===== config.mk =====
export PLATFORM = sky130hd
export DESIGN_NAME = mips32_mem_arbiter_flat
export DESIGN_NICKNAME = d
export VERILOG_FILES = /design/src/rtl/mips32_pkg.sv /design/src/rtl/mips32_mem_arbiter_if.sv /design/src/rtl/mips32_prio_sel.sv /design/src/rtl/mips32_mem_arbiter.sv /design/src/flat_wrapper.sv
export SDC_FILE = /design/constraint.sdc
export NUM_CORES = 1
export LEC_CHECK = 0
export CORE_MARGIN = 3
export CORE_UTILIZATION = 27
export CTS_BUF_LIST = sky130_fd_sc_hd__clkbuf_8
export DETAILED_ROUTE_END_ITERATION = 12
export GPL_TIMING_DRIVEN = 0
export PLACE_DENSITY = 0.89
export SYNTH_ARGS = -nofsm -noshare
export SYNTH_HDL_FRONTEND = slang
export SYNTH_SLANG_ARGS = --single-unit

===== constraint.sdc =====
create_clock -name clk -period 2.5 [get_ports clk]
set_clock_uncertainty 0.15 [all_clocks]
set_input_delay 0.625 -clock clk [delete_from_list [all_inputs] [get_ports clk]]
set_output_delay 0.625 -clock clk [all_outputs]
set_load 0.1 [all_outputs]

===== src/rtl/mips32_pkg.sv =====
// Shared definitions for the mips32 memory arbiter slice.
//   - req_id_e    : requester identity, doubles as the bit index into grant vectors
//   - arb_state_e : arbiter FSM state (normal arbitration / host-exclusive lock)
//   - WORD_W      : memory word width
//   - id_to_onehot: maps a requester id to its one-hot grant vector
package mips32_pkg;

  localparam int WORD_W = 32;

  typedef enum logic [1:0] {
    REQ_H = 2'd0,
    REQ_D = 2'd1,
    REQ_F = 2'd2
  } req_id_e;

  typedef enum logic {
    ST_RUN    = 1'b0,
    ST_LOCKED = 1'b1
  } arb_state_e;

  function automatic logic [2:0] id_to_onehot(input req_id_e id);
    logic [2:0] vec;
    case (id)
      REQ_H:   vec = 3'b001;
      REQ_D:   vec = 3'b010;
      REQ_F:   vec = 3'b100;
      default: vec = 3'b000;
    endcase
    return vec;
  endfunction

endpackage


===== src/rtl/mips32_mem_arbiter_if.sv =====
// Requester-side bus of the mips32 memory arbiter.
//   h_*  : host/loader port (read/write, plus exclusive lock request)
//   d_*  : MEM-stage data port (read/write)
//   f_*  : IF-stage fetch port (read only)
//   halted   : core halted, fetch requests are ignored
//   *_gnt    : combinational grant in the cycle the command issues
//   *_rvalid : read data valid one cycle after a read grant
//   rdata    : shared read data, qualified by *_rvalid
//   h_locked : host-exclusive lock is active
// Modports: master = requester side, slave = arbiter side.
interface mips32_mem_arbiter_if #(
  parameter int AW = 10
);
  import mips32_pkg::*;

  logic              h_req;
  logic              d_req;
  logic              f_req;
  logic              h_we;
  logic              d_we;
  logic [AW-1:0]     h_addr;
  logic [AW-1:0]     d_addr;
  logic [AW-1:0]     f_addr;
  logic [WORD_W-1:0] h_wdata;
  logic [WORD_W-1:0] d_wdata;
  logic              h_lock;
  logic              halted;
  logic              h_gnt;
  logic              d_gnt;
  logic              f_gnt;
  logic              h_rvalid;
  logic              d_rvalid;
  logic              f_rvalid;
  logic [WORD_W-1:0] rdata;
  logic              h_locked;

  modport master (
    output h_req, d_req, f_req, h_we, d_we, h_addr, d_addr, f_addr,
           h_wdata, d_wdata, h_lock, halted,
    input  h_gnt, d_gnt, f_gnt, h_rvalid, d_rvalid, f_rvalid, rdata, h_locked
  );

  modport slave (
    input  h_req, d_req, f_req, h_we, d_we, h_addr, d_addr, f_addr,
           h_wdata, d_wdata, h_lock, halted,
    output h_gnt, d_gnt, f_gnt, h_rvalid, d_rvalid, f_rvalid, rdata, h_locked
  );

endinterface


===== src/rtl/mips32_prio_sel.sv =====
// Combinational winner selection for the memory arbiter.
//   h_req, d_req : raw requests of host and data ports
//   f_req        : fetch request already qualified by !halted
//   boost        : fetch has been starved long enough to beat the data port
//   locked       : host-exclusive mode, only the host may win
//   en           : low while reset is asserted, suppresses every grant
//   gnt          : one-hot grant vector indexed by req_id_e (all zero when idle)
module mips32_prio_sel
  import mips32_pkg::*;
(
  input  logic       h_req,
  input  logic       d_req,
  input  logic       f_req,
  input  logic       boost,
  input  logic       locked,
  input  logic       en,
  output logic [2:0] gnt
);

  req_id_e win_s;
  logic    vld_s;

  // Fixed priority H > D > F, with a starved fetch promoted above D.
  always_comb begin
    win_s = REQ_H;
    vld_s = 1'b0;
    if (!en) begin
      vld_s = 1'b0;
    end else if (locked) begin
      // D and F stay pending until the lock drops.
      win_s = REQ_H;
      vld_s = h_req;
    end else if (h_req) begin
      win_s = REQ_H;
      vld_s = 1'b1;
    end else if (f_req && boost) begin
      win_s = REQ_F;
      vld_s = 1'b1;
    end else if (d_req) begin
      win_s = REQ_D;
      vld_s = 1'b1;
    end else if (f_req) begin
      win_s = REQ_F;
      vld_s = 1'b1;
    end else begin
      vld_s = 1'b0;
    end
  end

  // Expand the winner into the one-hot grant vector.
  always_comb begin
    if (vld_s) begin
      gnt = id_to_onehot(win_s);
    end else begin
      gnt = 3'b000;
    end
  end

endmodule


===== src/rtl/mips32_mem_arbiter.sv =====
// Shares the single-port unified memory of the mips32 core between the
// host/loader (H), MEM-stage data (D) and IF-stage fetch (F) ports.
// One access per cycle, 1-cycle read latency, host-exclusive lock for
// program loading and an anti-starvation boost for fetch.
// Ports:
//   clk, rst     : system clock, asynchronous active-high reset
//   bus          : requester bus (mips32_mem_arbiter_if.slave)
//   mem_en/we    : memory command strobes, mem_addr/mem_wdata command fields
//   mem_rdata    : memory read data, valid the cycle after a read command
//   f_stall_cnt  : saturating count of cycles an eligible fetch was denied
module mips32_mem_arbiter
  import mips32_pkg::*;
#(
  parameter int AW         = 10,
  parameter int MAX_STARVE = 4,   // must be >= 1
  parameter int CNT_W      = 16
) (
  input  logic              clk,
  input  logic              rst,
  mips32_mem_arbiter_if.slave bus,
  output logic              mem_en,
  output logic              mem_we,
  output logic [AW-1:0]     mem_addr,
  output logic [WORD_W-1:0] mem_wdata,
  input  logic [WORD_W-1:0] mem_rdata,
  output logic [CNT_W-1:0]  f_stall_cnt
);

  localparam int SW = (MAX_STARVE < 2) ? 1 : $clog2(MAX_STARVE + 1);
  localparam logic [SW-1:0]    STARVE_MAX = SW'(MAX_STARVE);
  localparam logic [CNT_W-1:0] STALL_MAX  = {CNT_W{1'b1}};

  arb_state_e        state_r;
  arb_state_e        state_nxt_s;
  logic [SW-1:0]     starve_r;
  logic [SW-1:0]     starve_nxt_s;
  logic [CNT_W-1:0]  stall_r;
  logic [CNT_W-1:0]  stall_nxt_s;
  logic [2:0]        rvalid_r;
  logic [2:0]        gnt_s;
  logic              f_act_s;
  logic              boost_s;
  logic              locked_s;
  logic              mem_we_s;
  logic [AW-1:0]     mem_addr_s;
  logic [WORD_W-1:0] mem_wdata_s;

  assign f_act_s  = bus.f_req & ~bus.halted;
  assign boost_s  = (starve_r == STARVE_MAX);
  assign locked_s = (state_r == ST_LOCKED);

  mips32_prio_sel u_prio_sel (
    .h_req  (bus.h_req),
    .d_req  (bus.d_req),
    .f_req  (f_act_s),
    .boost  (boost_s),
    .locked (locked_s),
    .en     (~rst),
    .gnt    (gnt_s)
  );

  // Lock state register.
  always_ff @(posedge clk or posedge rst) begin
    if (rst) begin
      state_r <= ST_RUN;
    end else begin
      state_r <= state_nxt_s;
    end
  end

  // Lock FSM: follows h_lock with one cycle of delay in both directions.
  always_comb begin
    state_nxt_s = state_r;
    case (state_r)
      ST_RUN: begin
        if (bus.h_lock) begin
          state_nxt_s = ST_LOCKED;
        end else begin
          state_nxt_s = ST_RUN;
        end
      end
      ST_LOCKED: begin
        if (!bus.h_lock) begin
          state_nxt_s = ST_RUN;
        end else begin
          state_nxt_s = ST_LOCKED;
        end
      end
      default: state_nxt_s = ST_RUN;
    endcase
  end

  // Starve counter: only losses to D count; losses to H or the lock hold it.
  always_comb begin
    starve_nxt_s = starve_r;
    if (!f_act_s || gnt_s[REQ_F]) begin
      starve_nxt_s = {SW{1'b0}};
    end else if (gnt_s[REQ_D] && (starve_r != STARVE_MAX)) begin
      starve_nxt_s = starve_r + SW'(1);
    end else begin
      starve_nxt_s = starve_r;
    end
  end

  // Stall statistics: eligible fetch denied this cycle, saturating.
  always_comb begin
    stall_nxt_s = stall_r;
    if (f_act_s && !gnt_s[REQ_F] && (stall_r != STALL_MAX)) begin
      stall_nxt_s = stall_r + CNT_W'(1);
    end else begin
      stall_nxt_s = stall_r;
    end
  end

  // Counter registers.
  always_ff @(posedge clk or posedge rst) begin
    if (rst) begin
      starve_r <= {SW{1'b0}};
      stall_r  <= {CNT_W{1'b0}};
    end else begin
      starve_r <= starve_nxt_s;
      stall_r  <= stall_nxt_s;
    end
  end

  // Command mux: the winner drives the memory; fetch is always a read.
  always_comb begin
    mem_we_s    = 1'b0;
    mem_addr_s  = {AW{1'b0}};
    mem_wdata_s = {WORD_W{1'b0}};
    case (gnt_s)
      3'b001: begin
        mem_we_s    = bus.h_we;
        mem_addr_s  = bus.h_addr;
        mem_wdata_s = bus.h_wdata;
      end
      3'b010: begin
        mem_we_s    = bus.d_we;
        mem_addr_s  = bus.d_addr;
        mem_wdata_s = bus.d_wdata;
      end
      3'b100: begin
        mem_we_s    = 1'b0;
        mem_addr_s  = bus.f_addr;
        mem_wdata_s = {WORD_W{1'b0}};
      end
      default: begin
        mem_we_s    = 1'b0;
        mem_addr_s  = {AW{1'b0}};
        mem_wdata_s = {WORD_W{1'b0}};
      end
    endcase
  end

  // Read-valid pipe: the granted port sees its data exactly one cycle later,
  // independent of any lock change in between.
  always_ff @(posedge clk or posedge rst) begin
    if (rst) begin
      rvalid_r <= 3'b000;
    end else begin
      rvalid_r <= gnt_s & {3{~mem_we_s}};
    end
  end

  assign mem_en    = |gnt_s;
  assign mem_we    = mem_we_s;
  assign mem_addr  = mem_addr_s;
  assign mem_wdata = mem_wdata_s;

  assign bus.h_gnt    = gnt_s[REQ_H];
  assign bus.d_gnt    = gnt_s[REQ_D];
  assign bus.f_gnt    = gnt_s[REQ_F];
  assign bus.h_rvalid = rvalid_r[REQ_H];
  assign bus.d_rvalid = rvalid_r[REQ_D];
  assign bus.f_rvalid = rvalid_r[REQ_F];
  assign bus.rdata    = mem_rdata;
  assign bus.h_locked = locked_s;

  assign f_stall_cnt = stall_r;

endmodule


===== src/flat_wrapper.sv =====
// flat-port wrapper written by rule: the top's interface ports become plain ports
module mips32_mem_arbiter_flat import mips32_pkg::*;
#(
  parameter int AW         = 10,
  parameter int MAX_STARVE = 4,                  
  parameter int CNT_W      = 16
)
  (clk, rst, mem_en, mem_we, mem_addr, mem_wdata, mem_rdata, f_stall_cnt, bus_h_req, bus_d_req, bus_f_req, bus_h_we, bus_d_we, bus_h_addr, bus_d_addr, bus_f_addr, bus_h_wdata, bus_d_wdata, bus_h_lock, bus_halted, bus_h_gnt, bus_d_gnt, bus_f_gnt, bus_h_rvalid, bus_d_rvalid, bus_f_rvalid, bus_rdata, bus_h_locked);
  mips32_mem_arbiter_if #(.AW(AW)) bus_i ();
  input  logic clk;
  input  logic rst;
  output logic mem_en;
  output logic mem_we;
  output logic [AW-1:0] mem_addr;
  output logic [WORD_W-1:0] mem_wdata;
  input  logic [WORD_W-1:0] mem_rdata;
  output logic [CNT_W-1:0] f_stall_cnt;
  input wire logic [$bits(bus_i.h_req)-1:0] bus_h_req;
  input wire logic [$bits(bus_i.d_req)-1:0] bus_d_req;
  input wire logic [$bits(bus_i.f_req)-1:0] bus_f_req;
  input wire logic [$bits(bus_i.h_we)-1:0] bus_h_we;
  input wire logic [$bits(bus_i.d_we)-1:0] bus_d_we;
  input wire logic [$bits(bus_i.h_addr)-1:0] bus_h_addr;
  input wire logic [$bits(bus_i.d_addr)-1:0] bus_d_addr;
  input wire logic [$bits(bus_i.f_addr)-1:0] bus_f_addr;
  input wire logic [$bits(bus_i.h_wdata)-1:0] bus_h_wdata;
  input wire logic [$bits(bus_i.d_wdata)-1:0] bus_d_wdata;
  input wire logic [$bits(bus_i.h_lock)-1:0] bus_h_lock;
  input wire logic [$bits(bus_i.halted)-1:0] bus_halted;
  output wire logic [$bits(bus_i.h_gnt)-1:0] bus_h_gnt;
  output wire logic [$bits(bus_i.d_gnt)-1:0] bus_d_gnt;
  output wire logic [$bits(bus_i.f_gnt)-1:0] bus_f_gnt;
  output wire logic [$bits(bus_i.h_rvalid)-1:0] bus_h_rvalid;
  output wire logic [$bits(bus_i.d_rvalid)-1:0] bus_d_rvalid;
  output wire logic [$bits(bus_i.f_rvalid)-1:0] bus_f_rvalid;
  output wire logic [$bits(bus_i.rdata)-1:0] bus_rdata;
  output wire logic [$bits(bus_i.h_locked)-1:0] bus_h_locked;
  assign bus_i.h_req = bus_h_req;
  assign bus_i.d_req = bus_d_req;
  assign bus_i.f_req = bus_f_req;
  assign bus_i.h_we = bus_h_we;
  assign bus_i.d_we = bus_d_we;
  assign bus_i.h_addr = bus_h_addr;
  assign bus_i.d_addr = bus_d_addr;
  assign bus_i.f_addr = bus_f_addr;
  assign bus_i.h_wdata = bus_h_wdata;
  assign bus_i.d_wdata = bus_d_wdata;
  assign bus_i.h_lock = bus_h_lock;
  assign bus_i.halted = bus_halted;
  assign bus_h_gnt = bus_i.h_gnt;
  assign bus_d_gnt = bus_i.d_gnt;
  assign bus_f_gnt = bus_i.f_gnt;
  assign bus_h_rvalid = bus_i.h_rvalid;
  assign bus_d_rvalid = bus_i.d_rvalid;
  assign bus_f_rvalid = bus_i.f_rvalid;
  assign bus_rdata = bus_i.rdata;
  assign bus_h_locked = bus_i.h_locked;
  mips32_mem_arbiter #(.AW(AW), .MAX_STARVE(MAX_STARVE), .CNT_W(CNT_W)) u_core (.clk(clk), .rst(rst), .bus(bus_i), .mem_en(mem_en), .mem_we(mem_we), .mem_addr(mem_addr), .mem_wdata(mem_wdata), .mem_rdata(mem_rdata), .f_stall_cnt(f_stall_cnt));
endmodule

==> results of run 1 <==
==> repair_timing <==
| item | CTS | global route |
|---|---|---|
| endpoints found under the hold margin | 0 | 0 |
| pin swaps | 13 | 15 |
| endpoints found under the setup margin | 99 | 47 |
| gates cloned | 3 | 1 |
| resized for setup | 509 | 9 |
| buffers inserted | 23 | 7 |
==> cell usage in the layout (no fill, tap or decap), types with 5 or more instances in the layout <==
cell type,n
dfrtp_1,22
nand2_1,6
nor3_1,11
a222oi_1,10
a22o_4,33
dlygate4sd2_1,51
nand3_1,5
buf_12,45
xor2_1,12
clkdlybuf4s50_1,97
buf_6,11
buf_4,57
inv_2,12
==> sequential cells by signal, indices dropped and copies added, names as in the netlist <==
| register | count |
|---|---|
| u_core.rvalid_r | 3 |
| u_core.starve_r | 3 |
| u_core.f_stall_cnt | 16 |
| u_core.bus.h_locked | 1 |
==> layer usage <==
metal,share of wire (%),vias up,wire (um)
met2,56,106,5900
li1,-,1201,-
met4,1.2,0,127
met5,0,-,0
met1,36,1229,3820
met3,6.2,8,648
==> logic make-up after synthesis <==
logic type	synth area share, %
buffers and inverters	18.4
AOI/OAI and AO/OA	25.1
and+or+nand+nor	16.7
DFF	29.7
xor gates and xnor gates	6.32
muxes	1.93
adders and majority gates	1.93
==> power by group <==
group,internal (W),switching [W]
logic,0.000531,0.00110
registers,0.000421,0.0000726
clock network,0.000110,0.000123
total,0.00106,0.00129
==> final cells by class <==
class                      instances  area [um2]  area share, %
buffer                            43         384           7.29
clock buffer                       3        41.3          0.783
clock inverter                     1        3.75         0.0712
inverter                          15        56.3           1.07
multi-input combinational        123        1370           25.9
sequential                        23         579           11.0
tap                               96         120           2.28
timing repair buffer             234        2720           51.6
==> critical path, cell delays in order (launching register included) <==
cell      delay (ps)
dfrtp_1          390
inv_2             70
ha_4             170
buf_4            140
a21boi_4         180
nor3_4            70
buf_12           140
a222oi_1         450
inv_2            110
buf_12           190
==> through the flow <==
step | area [um2] | std cells
after floorplan | 2310 | 205
after global placement | 4440 | 502
after detailed placement | 4440 | 502
after CTS | 5200 | 532
after global routing | 5270 | 538
final | 5270 | 538
==> how the worst max path moves through the flow <==
stage / start / endpoint / slack, ps / cells past startpoint
final: u_core.starve_r[0] / mem_addr[2] / -470 / 9
after global routing: u_core.starve_r[0] / mem_addr[7] / -570 / 9
after CTS: u_core.starve_r[1] / mem_addr[2] / -450 / 9
after detailed placement: bus_h_req / mem_wdata[2] / -1910 / 6
after global placement: bus_h_req / mem_addr[7] / -1890 / 7
after floorplan: bus_h_req / mem_addr[3] / -210 / 5
==> results_dict.tcl, run 1 <==
set metrics [dict create \
    die_w_um 90.8 \
    synth_cell_type_count 39 \
    grt_pass1_vias 2749 \
    synth_top_area_cell "dfrtp_1" \
    yosys-top-cells-count "buf_4 (34), a22o_1 (33), dfrtp_1 (23)" \
    maxSlewHeadroom_pct 33.4 \
    io_pins 234 \
    gp_congestion 0.860 \
    area_growth_pct 172 \
    status "finished with violations" \
    setup_ws_ps -466 \
    grt_start_max_net_pins 24 \
    rr_endpoint "u_core.f_stall_cnt[15]" \
    wl_mm 10.5 \
    yosys-top-cells-area "dfrtp_1 (30%), a22o_1 (15%), buf_4 (13%)" \
    finalMaxSlewViolations 0 \
    fin_tns_setup_ps -16290 \
    synth_top_area_share_pct 29.7 \
    crit_path_start_kind "register" \
    synth_most_common_cell "buf_4" \
    p_leak_nw 2.53 \
    core-area_um2 6870 \
    track_usage_pct 24.0 \
    drtIter0Drc 108 \
    fin_total_pwr_w 0.00236 \
    htreeDepth 1 \
    layout-drive-gt1-share_pct 43.7 \
    cap_viol_max_count 0 \
    antenna_cells 0 \
    tightestPinTransition_ps 1000 \
    synthArstFlopShare_pct 100 \
    clock_path_buffers 2 \
    drt_first_pass_iters 4 \
    use_met2_pct 47.1 \
    holdBufCountCts 0 \
    reg2reg_slack_ps 380 \
    post-route-min-period_ps 2970 \
    nFillCells 460 \
    insertion_delay_ps 260 \
    seq_area_frac_synth_pct 29.7 \
    wl_per_cell_um 19.5 \
    syn_avg_cell_area_um2 9.47 \
    post-route-drc-count 0 \
    cp_max_fo 10 \
    hold-worst-slack_ps 350 \
    endpoint_kind "primary output" \
    clkTransAtPathRegs_ps 90 \
    port_buffers 201 \
    ant_nets 0 \
    cts_made_buffers 3 \
    grt.busiest_layer "met2" \
    worstHoldStart "u_core.f_stall_cnt[11]" \
    holdPathStages 1 \
    ys_ff_latch 23 \
    grt_use_met3_pct 5.33 \
    viasPerCell 4.73 \
    place_ws_ps -1910 \
    critPathKind "reg2out" \
    grt_overflow_total 0 \
    antenna_found_initial 0 \
    nNetsFinal 581 \
    rows 30 \
    hp-class "reg2reg" \
    ir_drop_v 0.000229 \
    pwr_density_cell_nw_per_um2 447 \
    clockRootBuffer "clkbuf_8" \
    setup-violations-final 45 \
    clock.fmax_mhz 337 \
    clock-sinks 23 \
    required_ps 1730 \
    r2r-start "u_core.starve_r[0]" \
    dieArea_um2 8240 \
    violations "setup timing" \
    r2r_cells 8 \
    min_period_over_period_pct 119 \
    netlist_area_um2 1940 \
    grt_pass1_wl_mm 15.5 \
    hold_end "u_core.f_stall_cnt[11]" \
    yosys_warnings 0 \
    synth-edff-count 0 \
    cts_tree "built" \
    final_util_pct 76.7 \
    ys.flop_type "dfrtp_1" \
    gr-usage-met1_pct 26.4 \
    start_util_pct 28.3 \
    rsz0062_at_grt "true" \
    syn_inst 205 \
    hpwlAfterDp_mm 8.09 \
    vias 2544 \
    finalHoldViolCount 0 \
    synth_nets 343 \
    critical_path_arrival_ps 2190 \
    die_y_um 90.8 \
]
Note: power is estimated with default switching activity, not from simulation.
==> run 2, diff against run 1 <==
--- a/config.mk
+++ b/config.mk
@@ -11,6 +11,7 @@
 export DETAILED_ROUTE_END_ITERATION = 12
 export GPL_TIMING_DRIVEN = 0
 export PLACE_DENSITY = 0.89
+export SKIP_CTS_REPAIR_TIMING = 1
 export SYNTH_ARGS = -nofsm -noshare
 export SYNTH_HDL_FRONTEND = slang
 export SYNTH_SLANG_ARGS = --single-unit
==> run 2 against run 1 <==
  * The flow still finishes with violations (setup timing)
  * Critical path depth did not move
  * Fmax fell by 1.3%
  * Die area did not move
  * Combinational power rose by 2%
  * Final cell count fell by 1.5%
  * Global-route usage fell by 2.9 points
  * Critical endpoint unchanged
  * Largest power group unchanged
==> results_dict.tcl, run 2 (same netlist as run 1, synthesis figures left out) <==
set metrics [dict create \
    status "finished with violations" \
    violations "setup timing" \
    mostFrequentLayoutCells "clkdlybuf4s50_1 (97), buf_4 (55), dlymetal6s2s_1 (55)" \
    post-route-min-period_ps 3000 \
    crit_path_start_kind "register" \
    htreeDepth 1 \
    hold-worst-slack_ps 347 \
    final_common_cell "clkdlybuf4s50_1" \
    crit_path_end "mem_addr[2]" \
    cap_viol_max_count 0 \
    cts_tree "built" \
    clock_path_buffers 2 \
    cp_max_fo 7 \
    die_w_um 90.8 \
    required_ps 1730 \
    power_frac_clock_pct 9.9 \
    start_util_pct 28.3 \
    rows 30 \
    place_ws_ps -1910 \
    critical_path_arrival_ps 2230 \
    finalHoldViolCount 0 \
    die_y_um 90.8 \
    hpwlAfterDp_mm 8.09 \
    io_pins 234 \
    ant_nets 0 \
    pwr_density_cell_nw_per_um2 449 \
    maxSlewHeadroom_pct 31.9 \
    antenna_cells 0 \
    insertion_delay_ps 270 \
    nFillCells 432 \
    clock.fmax_mhz 333 \
    clkTransAtPathRegs_ps 90 \
    vias 2518 \
    hp-class "reg2reg" \
    startpoint "u_core.starve_r[0]" \
    regArea_um2 579 \
    grt_pass1_vias 2497 \
    tightestPinTransition_ps 1020 \
    multi_input_area_um2 1360 \
    grt_overflow_total 0 \
    ir_drop_v 0.000237 \
    rsz0062_at_grt "true" \
    reg2reg_slack_ps 410 \
    viasPerCell 4.75 \
    layout-drive-gt1-share_pct 41.9 \
    post-route-drc-count 0 \
    holdPathStages 1 \
    cts_made_buffers 3 \
    drtIter0Drc 124 \
    nNetsFinal 573 \
    clockRootBuffer "clkbuf_8" \
    r2r_cells 8 \
    grt_start_max_net_pins 24 \
    finalMaxSlewViolations 0 \
    gp_congestion 0.860 \
    combPwrFrac_pct 69.5 \
    r2r-start "u_core.starve_r[0]" \
    core-area_um2 6870 \
    p_leak_nw 2.98 \
    clock-sinks 23 \
    p_switching_w 0.00130 \
    grt_pass1_wl_mm 13.8 \
    drt_first_pass_iters 5 \
    swShare_pct 54.1 \
    largest_reg_flops 16 \
    area_growth_pct 175 \
    dieArea_um2 8240 \
    rr_endpoint "u_core.f_stall_cnt[15]" \
    wl_per_cell_um 20.0 \
    pwr-share-seq_pct 20.6 \
    fin_cells 530 \
    wl_mm 10.6 \
    critPathKind "reg2out" \
    fin_tns_setup_ps -14660 \
    port_buffers 201 \
    placed_area_um2 4440 \
    final_area_um2 5350 \
    track_usage_pct 21.1 \
    setup-violations-final 45 \
    antenna_found_initial 0 \
    dp_cells 502 \
    endpoint_kind "primary output" \
    setup_ws_ps -505 \
    min_period_over_period_pct 120 \
    intPower_w 0.00110 \
]
run 2: through the flow:
stage,util (%),total power [W]
floorplan,-,0.00158
global placement,64.7,0.00203
detailed placement,64.7,0.00205
CTS,65.3,0.00228
global route,77.8,0.00247
finish,77.8,0.00240
run 2: worst min path at each step:
stage                           startpoint                endpoint  slack [ps]
detailed placement  u_core.f_stall_cnt[11]  u_core.f_stall_cnt[11]         340
CTS                 u_core.f_stall_cnt[11]  u_core.f_stall_cnt[11]         350
global route        u_core.f_stall_cnt[11]  u_core.f_stall_cnt[11]         380
finish              u_core.f_stall_cnt[11]  u_core.f_stall_cnt[11]         350
global placement    u_core.f_stall_cnt[11]  u_core.f_stall_cnt[11]         330
floorplan               u_core.starve_r[1]      u_core.starve_r[1]         370
run 2: per-layer routing:
metal  global-route usage, %  vias up  wire length [um]
met5                       0        -                 0
met4                    3.02        0                93
met3                    5.25        9               600
met2                    39.1      106              6020
met1                    24.9     1217              3870
li1                        -     1186                 -
run 2: cell type report:
class                   count  share of cell area [%]
clock inverters             1                  0.0702
multi-input cells         123                    25.4
clock buffers               3                   0.772
well taps                  96                    2.25
plain buffers              44                    7.33
flip-flops and latches     23                    10.8
inverters                  15                    1.05
repair buffers            225                    52.3
run 2: power by group through the flow:
stage,Combinational [W],Clock [W],Sequential [W]
3_5_place_dp,0.00155,0,0.000502
6_report,0.00167,0.000237,0.000494
4_1_cts,0.00155,0.000234,0.000495
5_1_grt,0.00171,0.000257,0.000506
2_1_floorplan,0.000741,0,0.000843
3_3_place_gp,0.00153,0,0.000497
run 2: worst max-delay path: stages, from the launching register on:
cell and delay, ps:
dfrtp_1 410, inv_2 90, ha_4 150, nand2_4 50, o21a_1 180, buf_6 140, buf_8 130, a222oi_1 510
inv_2 100, buf_12 190
==> run 3, diff against run 2 <==
--- a/config.mk
+++ b/config.mk
@@ -6,12 +6,14 @@
 export NUM_CORES = 1
 export LEC_CHECK = 0
 export CORE_MARGIN = 3
-export CORE_UTILIZATION = 27
+export CORE_UTILIZATION = 25
 export CTS_BUF_LIST = sky130_fd_sc_hd__clkbuf_8
 export DETAILED_ROUTE_END_ITERATION = 12
+export GPL_ROUTABILITY_DRIVEN = 0
 export GPL_TIMING_DRIVEN = 0
-export PLACE_DENSITY = 0.89
+export PLACE_DENSITY = 0.87
 export SKIP_CTS_REPAIR_TIMING = 1
+export SLEW_MARGIN = 20
 export SYNTH_ARGS = -nofsm -noshare
 export SYNTH_HDL_FRONTEND = slang
 export SYNTH_SLANG_ARGS = --single-unit
==> constraint.sdc (replaced) <==
create_clock -name clk -period 2.7 [get_ports clk]
set_clock_uncertainty 0.15 [all_clocks]
set_input_delay 0.675 -clock clk [delete_from_list [all_inputs] [get_ports clk]]
set_output_delay 0.675 -clock clk [all_outputs]
set_load 0.1 [all_outputs]
==> run 3 against run 2 <==
  * The run still ends with setup timing left
  * Critical path depth did not move
  * Combinational power fell by 9%
  * Sequential cell count did not move
  * First-iteration DRC count fell by 12%
  * Largest cell class unchanged
==> results_dict.tcl, run 3 (same netlist as run 1, synthesis figures left out) <==
set metrics [dict create \
    intPower_w 0.00101 \
    largest_reg_flops 16 \
    pwr-share-seq_pct 21.1 \
    maxSlewHeadroom_pct 32.5 \
    start_util_pct 26.2 \
    grt_overflow_total 0 \
    clockRootBuffer "clkbuf_8" \
    ant_nets 0 \
    io_pins 234 \
    final_util_pct 69.7 \
    place_ws_ps -1710 \
    combPwrFrac_pct 69.1 \
    ir_drop_v 0.000242 \
    reg2reg_slack_ps 630 \
    swShare_pct 54.2 \
    violations "setup timing" \
    antenna_cells 0 \
    hold_end "u_core.f_stall_cnt[11]" \
    final_area_um2 5160 \
    cts_tree "built" \
    port_buffers 201 \
    finalHoldViolCount 0 \
    tightestPinTransition_ps 1010 \
    cap_viol_max_count 0 \
    crit_path_max_incr_delay_ps 400 \
    p_switching_w 0.00119 \
    endpoint_kind "primary output" \
    nFillCells 466 \
    cts_made_buffers 3 \
    p_leak_nw 2.78 \
    hp-class "reg2reg" \
    r2r-start "u_core.bus.h_locked" \
    antenna_found_initial 0 \
    final_common_cell "clkdlybuf4s50_1" \
    post-route-min-period_ps 2920 \
    power_frac_clock_pct 9.8 \
    rr_endpoint "u_core.f_stall_cnt[15]" \
    layout-drive-gt1-share_pct 41.1 \
    grt_pass1_vias 2478 \
    dieArea_um2 8860 \
    setup_ws_ps -219 \
    clock.fmax_mhz 343 \
    clkTransAtPathRegs_ps 90 \
    die_y_um 94.1 \
    grt_pass1_wl_mm 13.1 \
    worstHoldStart "u_core.f_stall_cnt[11]" \
    rsz0062_at_grt "true" \
    grt_start_max_net_pins 24 \
    wl_per_cell_um 19.8 \
    critical_path.cell_chain "inv_2 -> ha_4 -> nand2_4 -> o21a_4 -> buf_6 -> buf_8 -> a222oi_1 -> inv_2 -> buf_12" \
    critical_path_arrival_ps 2090 \
    cp_max_fo 5 \
    clock-sinks 23 \
    rows 31 \
    holdPathStages 1 \
    pwr_density_cell_nw_per_um2 425 \
    min_period_over_period_pct 108 \
    track_usage_pct 19.0 \
    crit_top_cell "inv_2" \
    nNetsFinal 562 \
    post-route-drc-count 0 \
    status "finished with violations" \
    insertion_delay_ps 260 \
    hpwlAfterDp_mm 7.93 \
    area_growth_pct 166 \
    crit_path_start_kind "register" \
    htreeDepth 1 \
    drt_first_pass_iters 5 \
    r2r_cells 5 \
    viasPerCell 4.77 \
    critPathKind "reg2out" \
    wl_mm 10.3 \
    mostFrequentLayoutCells "clkdlybuf4s50_1 (105), dlymetal6s2s_1 (46), buf_4 (43)" \
    clock_path_buffers 2 \
    placed_area_um2 4280 \
    required_ps 1880 \
    finalMaxSlewViolations 0 \
    vias 2491 \
    setup-violations-final 44 \
    core-area_um2 7410 \
    die_w_um 94.1 \
    slowest_stage "dfrtp_1" \
    drtIter0Drc 109 \
]
## run 3: cell types whose count changed in the layout (fill, tap and decap cells not counted), sizes merged
| cell | change |
|---|---|
| dlymetal6s2s | -9 |
| clkbuf | +2 |
| clkdlybuf4s50 | +8 |
| inv | -1 |
| buf | -12 |
| clkinv | +1 |
## run 3: final cells by class
type,instances,area [um2],share of cell area (%)
sequential,23,579,11.2
buffer,43,352,6.81
inverter,15,56.3,1.09
timing repair buffer,215,2660,51.5
clock inverter,1,5.00,0.0969
tap,99,124,2.40
clock buffer,3,41.3,0.799
multi-input combinational,123,1350,26.1
## run 3: per-layer routing
metal	global-route usage, %	part of all wire, %	up-vias
li1	-	-	1175
met1	20.9	32	1171
met2	37.8	59	137
met3	4.01	7.2	8
met4	2.41	1.3	0
met5	0	0	-
## run 3: through the flow
step	hold WS [ps]	setup TNS [ps]	total power, W	cells
floorplan	372	-2960	0.00145	205
global placement	334	-72000	0.00185	505
detailed placement	349	-73890	0.00187	505
CTS	361	-74160	0.00209	509
global route	393	-10370	0.00226	522
finish	354	-6890	0.00220	522
## run 3: worst max-delay path by stage
stage                                to                from  slack [ps]  cells past startpoint
after floorplan           mem_wdata[15]           bus_h_req        -110                      5
after global placement     mem_wdata[9]           bus_h_req       -1670                      7
after detailed placement    mem_addr[7]           bus_h_req       -1710                      8
after CTS                   mem_addr[7]           bus_h_req       -1710                      8
after global routing        mem_addr[9]  u_core.starve_r[0]        -320                      9
final                       mem_addr[7]  u_core.starve_r[0]        -220                      9
## run 3: power groups by stage
stage	Clock, W	Combinational [W]	Sequential [W]
floorplan	0	0.000666	0.000781
global placement	0	0.00139	0.000464
detailed placement	0	0.00140	0.000471
CTS	0.000222	0.00140	0.000464
global route	0.000232	0.00156	0.000472
finish	0.000216	0.00152	0.000463
## run 3: critical path, delay by kind of cell (launching register included)
kind	cells	cell delay, ps
AOI/OAI and AO/OA	2	580
and+or+nand+nor	1	60
adders and majority gates	1	160
buffers and inverters	5	630
DFF	1	400
